==> src/rtl/acc_pkg.sv <==
// Shared types and helpers for the product accumulator.
// Build option: define ACC_SAT_EN for saturating arithmetic (default wraps).
package acc_pkg;

    typedef enum logic {
        ACCUM,
        HOLD
    } state_t;

    localparam int unsigned MAX_W = 64;

    // Replicates bit w-1 of v into all higher bits; callers truncate to width.
    function automatic logic [MAX_W-1:0] sign_extend(input logic [MAX_W-1:0] v,
                                                     input int unsigned w);
        logic [MAX_W-1:0] r;
        r = v;
        for (int unsigned i = 0; i < MAX_W; i++) begin
            if (i >= w) r[i] = v[w-1];
        end
        return r;
    endfunction

    function automatic logic [MAX_W-1:0] sat_max(input int unsigned aw);
        logic [MAX_W-1:0] r;
        r = '0;
        for (int unsigned i = 0; i < MAX_W; i++) begin
            if (i < aw - 1) r[i] = 1'b1;
        end
        return r;
    endfunction

    function automatic logic [MAX_W-1:0] sat_min(input int unsigned aw);
        logic [MAX_W-1:0] r;
        r = '1;
        for (int unsigned i = 0; i < MAX_W; i++) begin
            if (i < aw - 1) r[i] = 1'b0;
        end
        return r;
    endfunction

endpackage

==> src/rtl/acc_sat_add.sv <==
// AW-bit signed adder with overflow detect.
// Build option: ACC_SAT_EN clamps the sum to the signed range on overflow.
module acc_sat_add
    import acc_pkg::*;
#(
    parameter int AW = 24
) (
    input  logic [AW-1:0] a,
    input  logic [AW-1:0] b,
    output logic [AW-1:0] sum,
    output logic          overflow
);

`ifdef ACC_SAT_EN
    localparam logic [AW-1:0] SAT_POS = AW'(sat_max(AW));
    localparam logic [AW-1:0] SAT_NEG = AW'(sat_min(AW));
`endif

    logic [AW-1:0] raw;

    always_comb begin
        raw      = a + b;
        overflow = (a[AW-1] == b[AW-1]) && (raw[AW-1] != a[AW-1]);
`ifdef ACC_SAT_EN
        // Overflow direction follows the (shared) operand sign.
        sum = overflow ? (a[AW-1] ? SAT_NEG : SAT_POS) : raw;
`else
        sum = raw;
`endif
    end

endmodule

==> src/rtl/product_accumulator.sv <==
// Sums N consecutive signed products into one frame result with overflow flag.
// Build option: ACC_SAT_EN selects saturating instead of wrapping arithmetic.
module product_accumulator
    import acc_pkg::*;
#(
    parameter int PW = 16,
    parameter int AW = 24,
    parameter int N  = 8
) (
    input  logic                 clk,
    input  logic                 rst,
    input  logic [PW-1:0]        p_in,
    input  logic                 p_valid,
    output logic                 p_ready,
    input  logic                 clear,
    output logic [AW-1:0]        sum_out,
    output logic                 sum_valid,
    input  logic                 sum_ready,
    output logic                 overflow,
    output logic [$clog2(N)-1:0] cnt
);

    localparam int CW = $clog2(N);
    localparam logic [CW-1:0] LAST = CW'(N - 1);

    state_t        state;
    logic [AW-1:0] acc;
    logic          sticky;
    logic [AW-1:0] p_ext;
    logic [AW-1:0] add_sum;
    logic          add_ovf;
    logic          accept;

    assign p_ready = (state == ACCUM) || (state == HOLD && sum_ready);
    assign accept  = p_valid && p_ready;
    assign p_ext   = AW'(sign_extend(MAX_W'(p_in), PW));

    // acc is zero while in HOLD, so a product accepted on the release edge starts a new frame.
    acc_sat_add #(.AW(AW)) u_add (
        .a        (acc),
        .b        (p_ext),
        .sum      (add_sum),
        .overflow (add_ovf)
    );

    always_ff @(posedge clk or posedge rst) begin
        if (rst) begin
            state     <= ACCUM;
            acc       <= '0;
            cnt       <= '0;
            sticky    <= 1'b0;
            sum_out   <= '0;
            sum_valid <= 1'b0;
            overflow  <= 1'b0;
        end else if (clear) begin
            state     <= ACCUM;
            acc       <= '0;
            cnt       <= '0;
            sticky    <= 1'b0;
            sum_valid <= 1'b0;
            overflow  <= 1'b0;
        end else begin
            if (state == HOLD && sum_ready) begin
                state     <= ACCUM;
                sum_valid <= 1'b0;
            end
            if (accept) begin
                if (cnt == LAST) begin
                    sum_out   <= add_sum;
                    overflow  <= sticky | add_ovf;
                    sum_valid <= 1'b1;
                    acc       <= '0;
                    cnt       <= '0;
                    sticky    <= 1'b0;
                    state     <= HOLD;
                end else begin
                    acc    <= add_sum;
                    cnt    <= cnt + 1'b1;
                    sticky <= sticky | add_ovf;
                end
            end
        end
    end

endmodule

==> config.mk <==
export PLATFORM = sky130hd
export DESIGN_NAME = product_accumulator
export DESIGN_NICKNAME = d
export VERILOG_FILES = /design/src/rtl/acc_pkg.sv /design/src/rtl/acc_sat_add.sv /design/src/rtl/product_accumulator.sv
export SDC_FILE = /design/constraint.sdc
export NUM_CORES = 1
export LEC_CHECK = 0
export CAP_MARGIN = 20
export CORE_ASPECT_RATIO = 0.6
export CORE_UTILIZATION = 56
export CTS_BUF_LIST = sky130_fd_sc_hd__clkbuf_2
export DETAILED_ROUTE_END_ITERATION = 10
export GPL_TIMING_DRIVEN = 0
export PLACE_DENSITY = 0.91
export SETUP_SLACK_MARGIN = 0.05
export SYNTH_ARGS = -nofsm -noshare
export SYNTH_HDL_FRONTEND = slang
export SYNTH_SLANG_ARGS = --single-unit
==> constraint.sdc <==
create_clock -name clk -period 2.8 [get_ports clk]
set_input_delay 0.28 -clock clk [delete_from_list [all_inputs] [get_ports clk]]
set_output_delay 0.28 -clock clk [all_outputs]
set_load 0.05 [all_outputs]
# Word level (Yosys, flattened, before mapping)
# Cells that the tools add are included.
# totals
reg_bits	55
latch_bits	0
ram_bits	0
rom_bits	0
wordCells	43
n_memories	0
# op_classes
add_sub_neg	2
n_mul	0
n_div	0
magnitude_cmp	0
eq_ne	3
shift	0
n_mux	20
n_bitwise	3
n_reduce_logical	8
# ops
cell	n
2-to-1 mux 24 bit	3
adder 24 bit	1
2-to-1 mux 1 bit	14
2-to-1 mux 3 bit	3
nonzero test 2 bit	2
adder 3 x 1 -> 3 bit (second input constant)	1
equality test 3 bit (second input constant)	1
logical AND 1 bit	3
AND reduction 3 bit	1
inverter 1 bit	2
AND reduction 2 bit	1
equality test 1 bit	1
logical OR 1 bit	1
!= test 1 bit	1
bitwise OR 1 bit	1

# Depth between registers and ports, before layout
# depth
ltp_word	7
mapped_depth	11

# Modules after synthesis
# From an unflattened synthesis, not the netlist that was laid out.
# unflattened
hier_cells	367
hier_area_um2	3623.5
# modules_own_cells
mod	n_inst	cells_per_inst	area_per_inst_um2	seq_area_each_um2
product_accumulator	1	197	2369.8	1376.3
acc_sat_add	1	170	1253.7	0.0

# Least setup slack after synthesis
# Ideal clock, no wire load.
# synth_timing
path_kind	reg-to-reg
from	register acc[0]
to	register acc[14]
setup_time_ps	121
t_arrival_ps	2393
slack_ps	285
stages_incl_launch_ff	12
n_path_buf	0
synth_period_minus_slack_ps	2515
cell_sequence	dfrtp_1 > ha_1 > inv_1 > fa_1 > nor2b_4 > o31a_1 > o21a_4 > o211ai_4 > a31oi_4 > o21a_1 > or3_1 > a32o_2
# synth_via
elab_chain_cells	4
# synth_rtl
item	line	rtl
from (decl)	product_accumulator.sv:27	logic [AW-1:0] acc;
from (signal assigned)	product_accumulator.sv:77	acc <= add_sum;
adder 24 bit	acc_sat_add.sv:22	raw = a + b;
2-to-1 mux 24 bit	product_accumulator.sv:68	if (cnt == LAST) begin
2-to-1 mux 24 bit	product_accumulator.sv:67	if (accept) begin
2-to-1 mux 24 bit	product_accumulator.sv:55	end else if (clear) begin
# No other way between the ends. The select of a mux whose other input is x is not followed.
# A chain may end at the register's enable or synchronous reset.

# Worst setup path after layout
# Ends and elaborated chain as after synthesis.

==> Flow_metrics.wiki <==
{| class="wikitable"
! Metric !! Value
|-
| Delay contributed by the slowest stage of the critical path || around 0.46 ns
|-
| Number of flops mapped to enable cells by yosys || 0
|-
| Sequential fraction of the synthesis area || 0.409
|-
| Class of the worst hold path || in -> async
|-
| Maximum number of buffers from clock root to sink || 2
|-
| Setup total negative slack || 0 ns
|-
| Cells after synthesis || ~350
|-
| Starting density of the core || 0.593
|-
| Setup Skew || 0.0326 ns
|-
| Insertion delay of the later-clocked pin in the worst-skew pair || 0.49 ns
|-
| Number of clock sinks || 55
|-
| Setup slack at placement || -0.418 ns
|-
| Final Worst Setup Slack || between 0.06 and 0.07 ns
|-
| Fraction of power spent switching nets || 0.385
|-
| Initial DRC Count || between 400 and 500
|-
| Total die area || between 0.006 and 0.007 mm2
|-
| Violated checks || hold timing
|-
| Highest routed layer || met4
|-
| Wire length the detailed router placed on met1 || 3.94 mm
|-
| Cell Int Power || 0.00125 W
|-
| Worst reg2reg startpoint || acc[0]
|-
| Max stage delay cell, worst path || sky130_fd_sc_hd__dfrtp_1
|-
| Number of cells traversed by the worst register-to-register path || 11
|-
| Setup violators final || 0
|-
| Required time of the critical path || 3.20 ns
|-
| Share of Yosys cell area claimed by the top area cell type || 0.409
|-
| Summed instance area of the synthesized netlist || 0.00336 mm2
|-
| Largest net degree at the start of global routing || between 40 and 50
|-
| Net count after synthesis || 396
|-
| Via count of the first global-routing pass || around 2800
|-
| Die width || 102 um
|-
| Average cell area after synthesis || 9.64 um2
|-
| Worst reg-to-reg setup slack || 0.06 ns
|-
| CTS tree || built
|-
| DP Wirelength || between 6 and 7 mm
|-
| Die height || 62.0 um
|-
| Ports || 51
|-
| Placer congestion estimate || 0.929
|-
| DRC violation count after routing || 0
|-
| Initial antenna violation count || 0
|-
| Core region area || 0.00568 mm2
|-
| Critical path depth in cells || 11
|-
| Post-CTS clock slew at the launch and capture registers of the worst setup and hold paths || 0.32 ns
|-
| Part of the power in registers || 0.437
|-
| Fmax || 366 MHz
|-
| Crit-path leading delay family || compound AO/OA/AOI/OAI gates
|-
| Number of non-filler instances in the completed layout || between 400 and 500
|-
| Setup repair after global routing missed its margin || yes
|-
| Area grow syn2layout || 21.5%
|-
| 1st-pass router iterations || 6
|-
| Number of H-tree levels || 2
|-
| Total of flip-flops plus latches after synthesis || 55
|-
| Total of warnings raised by yosys || 0
|-
| Share of the cycle needed by the critical path after routing || 0.977
|-
| Outcome || finished with violations
|-
| Inst Count DP || 480
|-
| Top cell type by total area after synthesis || sky130_fd_sc_hd__dfrtp_1
|-
| Clock power share || 0.171
|-
| Worst slack on hold paths || -0.00917 ns
|-
| Final Cell Area || a little over 0.004 mm2
|-
| Count of nets left with antenna violations after detail routing || 0
|-
| Predominant post-synthesis flop cell || sky130_fd_sc_hd__dfrtp_1
|-
| P per Cell Area || roughly 500 mW/mm2
|-
| Net load switching power || 0.000786 W
|-
| Area of the multi-input gates || 0.00192 mm2
|-
| Crit path capture type || flop
|-
| Overflow after GRT || 0
|-
| Final min period || 2.74 ns
|-
| CP Cell Sequence || ha_2 -> inv_2 -> fa_2 -> nor2b_4 -> o31a_1 -> o21a_4 -> o211ai_4 -> a31oi_4 -> o21a_1 -> or3_4 -> a32o_2
|-
| Buffer and inverter count on the worst path || 1
|-
| Register area || 0.00138 mm2
|-
| Max-Cap Viols || 0
|-
| Arrival @ worst endpoint || around 3.1 ns
|-
| Diode insertion count for antenna repair || 0
|-
| Count of distinct cell types in the synthesized netlist || 56
|-
| Share of post-route cells with drive strength above 1 || 0.109
|-
| Reg-to-Reg End || acc[14]
|-
| Max-slew headroom || 0.529
|-
| Total via count in the routed design || 3053
|-
| Final Hold Viols || 5
|-
| Biggest area contributors in the synthesized netlist || sky130_fd_sc_hd__dfrtp_1 41%, sky130_fd_sc_hd__ha_1 9.3%, sky130_fd_sc_hd__nand2_1 6.1%, sky130_fd_sc_hd__a22o_1 4.2%, sky130_fd_sc_hd__xnor2_1 4.2%
|-
| Port-buffer cells || 50
|-
| Overall fraction of global-route tracks in use || 0.286
|-
| Worst setup startpoint || acc[0]
|-
| Cell area after placement || 0.00398 mm2
|-
| Leakage power total || 1.92 nW
|-
| Worst IR Drop VDD || 0.000264 V
|-
| Detailed-routed wire length on met3 || roughly 760 um
|-
| Largest fanout on the critical path || 5
|-
| Share of synthesized flip-flops with an asynchronous set or reset || 1.00
|-
| Cell chosen for the clock root || sky130_fd_sc_hd__clkbuf_2
|-
| Average wire per cell in the routed design || approximately 18 um
|-
| Number of nets in the finished design || around 460
|-
| # fillers || 411
|-
| Wire length of the first global-routing pass || 13.7 mm
|-
| Crit path kind || reg -> reg
|-
| Transition time at the pin with the least slew margin || 0.707 ns
|-
| Share of total power in combinational logic || 0.392
|-
| Clock buffer count from CTS || 5
|-
| Pins Over Slew Limit || 0
|-
| Via/cell ratio || 6.22
|-
| Std cell rows || 21
|-
| Startpoint class of the critical path || flop
|-
| Total detailed-routing wirelength || about 8.6 mm
|-
| Routed length on met2 || between 3 and 4 mm
|}
## registers in the layout, indices dropped and copies added, names as in the netlist
register   count
acc           24
sum_out       24
overflow       1
sticky         1
cnt            3
sum_valid      1
state          1
## cells by family (layout without fill, tap and decap cells)
logic type / after synthesis / in the layout / synth area share
AND/OR/NAND/NOR: 107 / 107 / 0.144
AO/OA/AOI/OAI: 109 / 109 / 0.241
multiplexers: 10 / 10 / 0.0324
adder cells (fa/ha/maj): 26 / 26 / 0.0990
flip-flops: 55 / 55 / 0.409
buffers and inverters: 24 / 86 / 0.0279
XOR/XNOR: 18 / 18 / 0.0469
## worst max-delay path by stage
| stage | end | slack, ns |
|---|---|---|
| floorplan | acc[14] | 0.29 |
| global placement | sum_out[22] | -0.25 |
| detailed placement | acc[23] | -0.42 |
| CTS | acc[14] | 0.06 |
| global route | acc[14] | -0.003 |
| finish | acc[14] | 0.06 |
## cells in the final DEF, fill, tap and decap left out, types with 3 or more instances in the layout
| cell type | instances |
|---|---|
| sky130_fd_sc_hd__a22o_1 | 16 |
| sky130_fd_sc_hd__clkdlybuf4s50_1 | 49 |
| sky130_fd_sc_hd__a21oi_1 | 20 |
| sky130_fd_sc_hd__clkbuf_1 | 9 |
| sky130_fd_sc_hd__a31oi_1 | 3 |
| sky130_fd_sc_hd__buf_2 | 3 |
| sky130_fd_sc_hd__a21o_1 | 10 |
| sky130_fd_sc_hd__nor2_1 | 19 |
| sky130_fd_sc_hd__clkbuf_2 | 7 |
| sky130_fd_sc_hd__o21ai_0 | 23 |
| sky130_fd_sc_hd__mux2_2 | 7 |
| sky130_fd_sc_hd__nor2b_1 | 4 |
| sky130_fd_sc_hd__nand3_1 | 7 |
| sky130_fd_sc_hd__inv_1 | 8 |
| sky130_fd_sc_hd__nand2b_1 | 5 |
| sky130_fd_sc_hd__mux2i_1 | 3 |
| sky130_fd_sc_hd__o21a_1 | 4 |
| sky130_fd_sc_hd__xnor2_1 | 16 |
| sky130_fd_sc_hd__nand4_1 | 3 |
| sky130_fd_sc_hd__ha_1 | 23 |
| sky130_fd_sc_hd__nand2_1 | 55 |
| sky130_fd_sc_hd__dfrtp_1 | 55 |
| sky130_fd_sc_hd__buf_4 | 3 |
## stage by stage
step,utilization,power (W)
after floorplan,-,0.00146
after global placement,0.698,0.00161
after detailed placement,0.702,0.00165
after CTS,0.714,0.00200
after global routing,0.720,0.00215
final,0.720,0.00204
## power by group through the flow
| stage | Clock (W) | Combinational (W) | Sequential, W |
|---|---|---|---|
| final | 0.000348 | 0.000800 | 0.000892 |
| after global placement | 0 | 0.000707 | 0.000900 |
| after detailed placement | 0 | 0.000748 | 0.000903 |
| after global routing | 0.000380 | 0.000870 | 0.000901 |
| after CTS | 0.000348 | 0.000760 | 0.000890 |
| after floorplan | 0 | 0.000552 | 0.000907 |
## cell type report
| class | instances | share of cell area |
|---|---|---|
| timing repair buffer | 54 | 0.133 |
| clock buffer | 5 | 0.00612 |
| tap | 80 | 0.0245 |
| clock inverter | 3 | 0.00551 |
| sequential | 55 | 0.337 |
| inverter | 10 | 0.00918 |
| multi-input combinational | 270 | 0.470 |
| buffer | 14 | 0.0144 |
## Yosys cell counts, types with 2 or more instances
| library cell | count |
|---|---|
| sky130_fd_sc_hd__dfrtp_1 | 55 |
| sky130_fd_sc_hd__nand2_1 | 55 |
| sky130_fd_sc_hd__ha_1 | 25 |
| sky130_fd_sc_hd__o21ai_0 | 24 |
| sky130_fd_sc_hd__a21oi_1 | 21 |
| sky130_fd_sc_hd__nor2_1 | 19 |
| sky130_fd_sc_hd__a22o_1 | 16 |
| sky130_fd_sc_hd__xnor2_1 | 16 |
| sky130_fd_sc_hd__clkbuf_1 | 11 |
| sky130_fd_sc_hd__a21o_1 | 10 |
| sky130_fd_sc_hd__inv_1 | 10 |
| sky130_fd_sc_hd__mux2_2 | 7 |
| sky130_fd_sc_hd__nand3_1 | 7 |
| sky130_fd_sc_hd__nand2b_1 | 5 |
| sky130_fd_sc_hd__nor2b_1 | 4 |
| sky130_fd_sc_hd__o21a_1 | 4 |
| sky130_fd_sc_hd__a31oi_1 | 3 |
| sky130_fd_sc_hd__buf_2 | 3 |
| sky130_fd_sc_hd__mux2i_1 | 3 |
| sky130_fd_sc_hd__nand4_1 | 3 |
| sky130_fd_sc_hd__or3_1 | 3 |
| sky130_fd_sc_hd__a211oi_1 | 2 |
| sky130_fd_sc_hd__a311oi_1 | 2 |
| sky130_fd_sc_hd__and2_1 | 2 |
| sky130_fd_sc_hd__nor3_1 | 2 |
| sky130_fd_sc_hd__nor4_1 | 2 |
| sky130_fd_sc_hd__o211ai_1 | 2 |
| sky130_fd_sc_hd__o221ai_1 | 2 |
| sky130_fd_sc_hd__o22ai_1 | 2 |
| sky130_fd_sc_hd__or4_1 | 2 |
| sky130_fd_sc_hd__xor2_1 | 2 |
## routing by layer
metal  global-route usage  up-vias
met1                0.412     1485
met2                0.464      151
met4               0.0531        0
li1                     -     1395
met3               0.0492       22
met5                    0        -
## what timing repair did
item | in CTS | in global routing
pin swaps | 4 | 3
cloned | 0 | 0
setup buffers | 2 | 1
gates resized for setup | 3 | 11
endpoints found under the setup margin | 6 | 23
hold buffers | 0 | 0
Note: power is estimated with default switching activity, not from simulation.
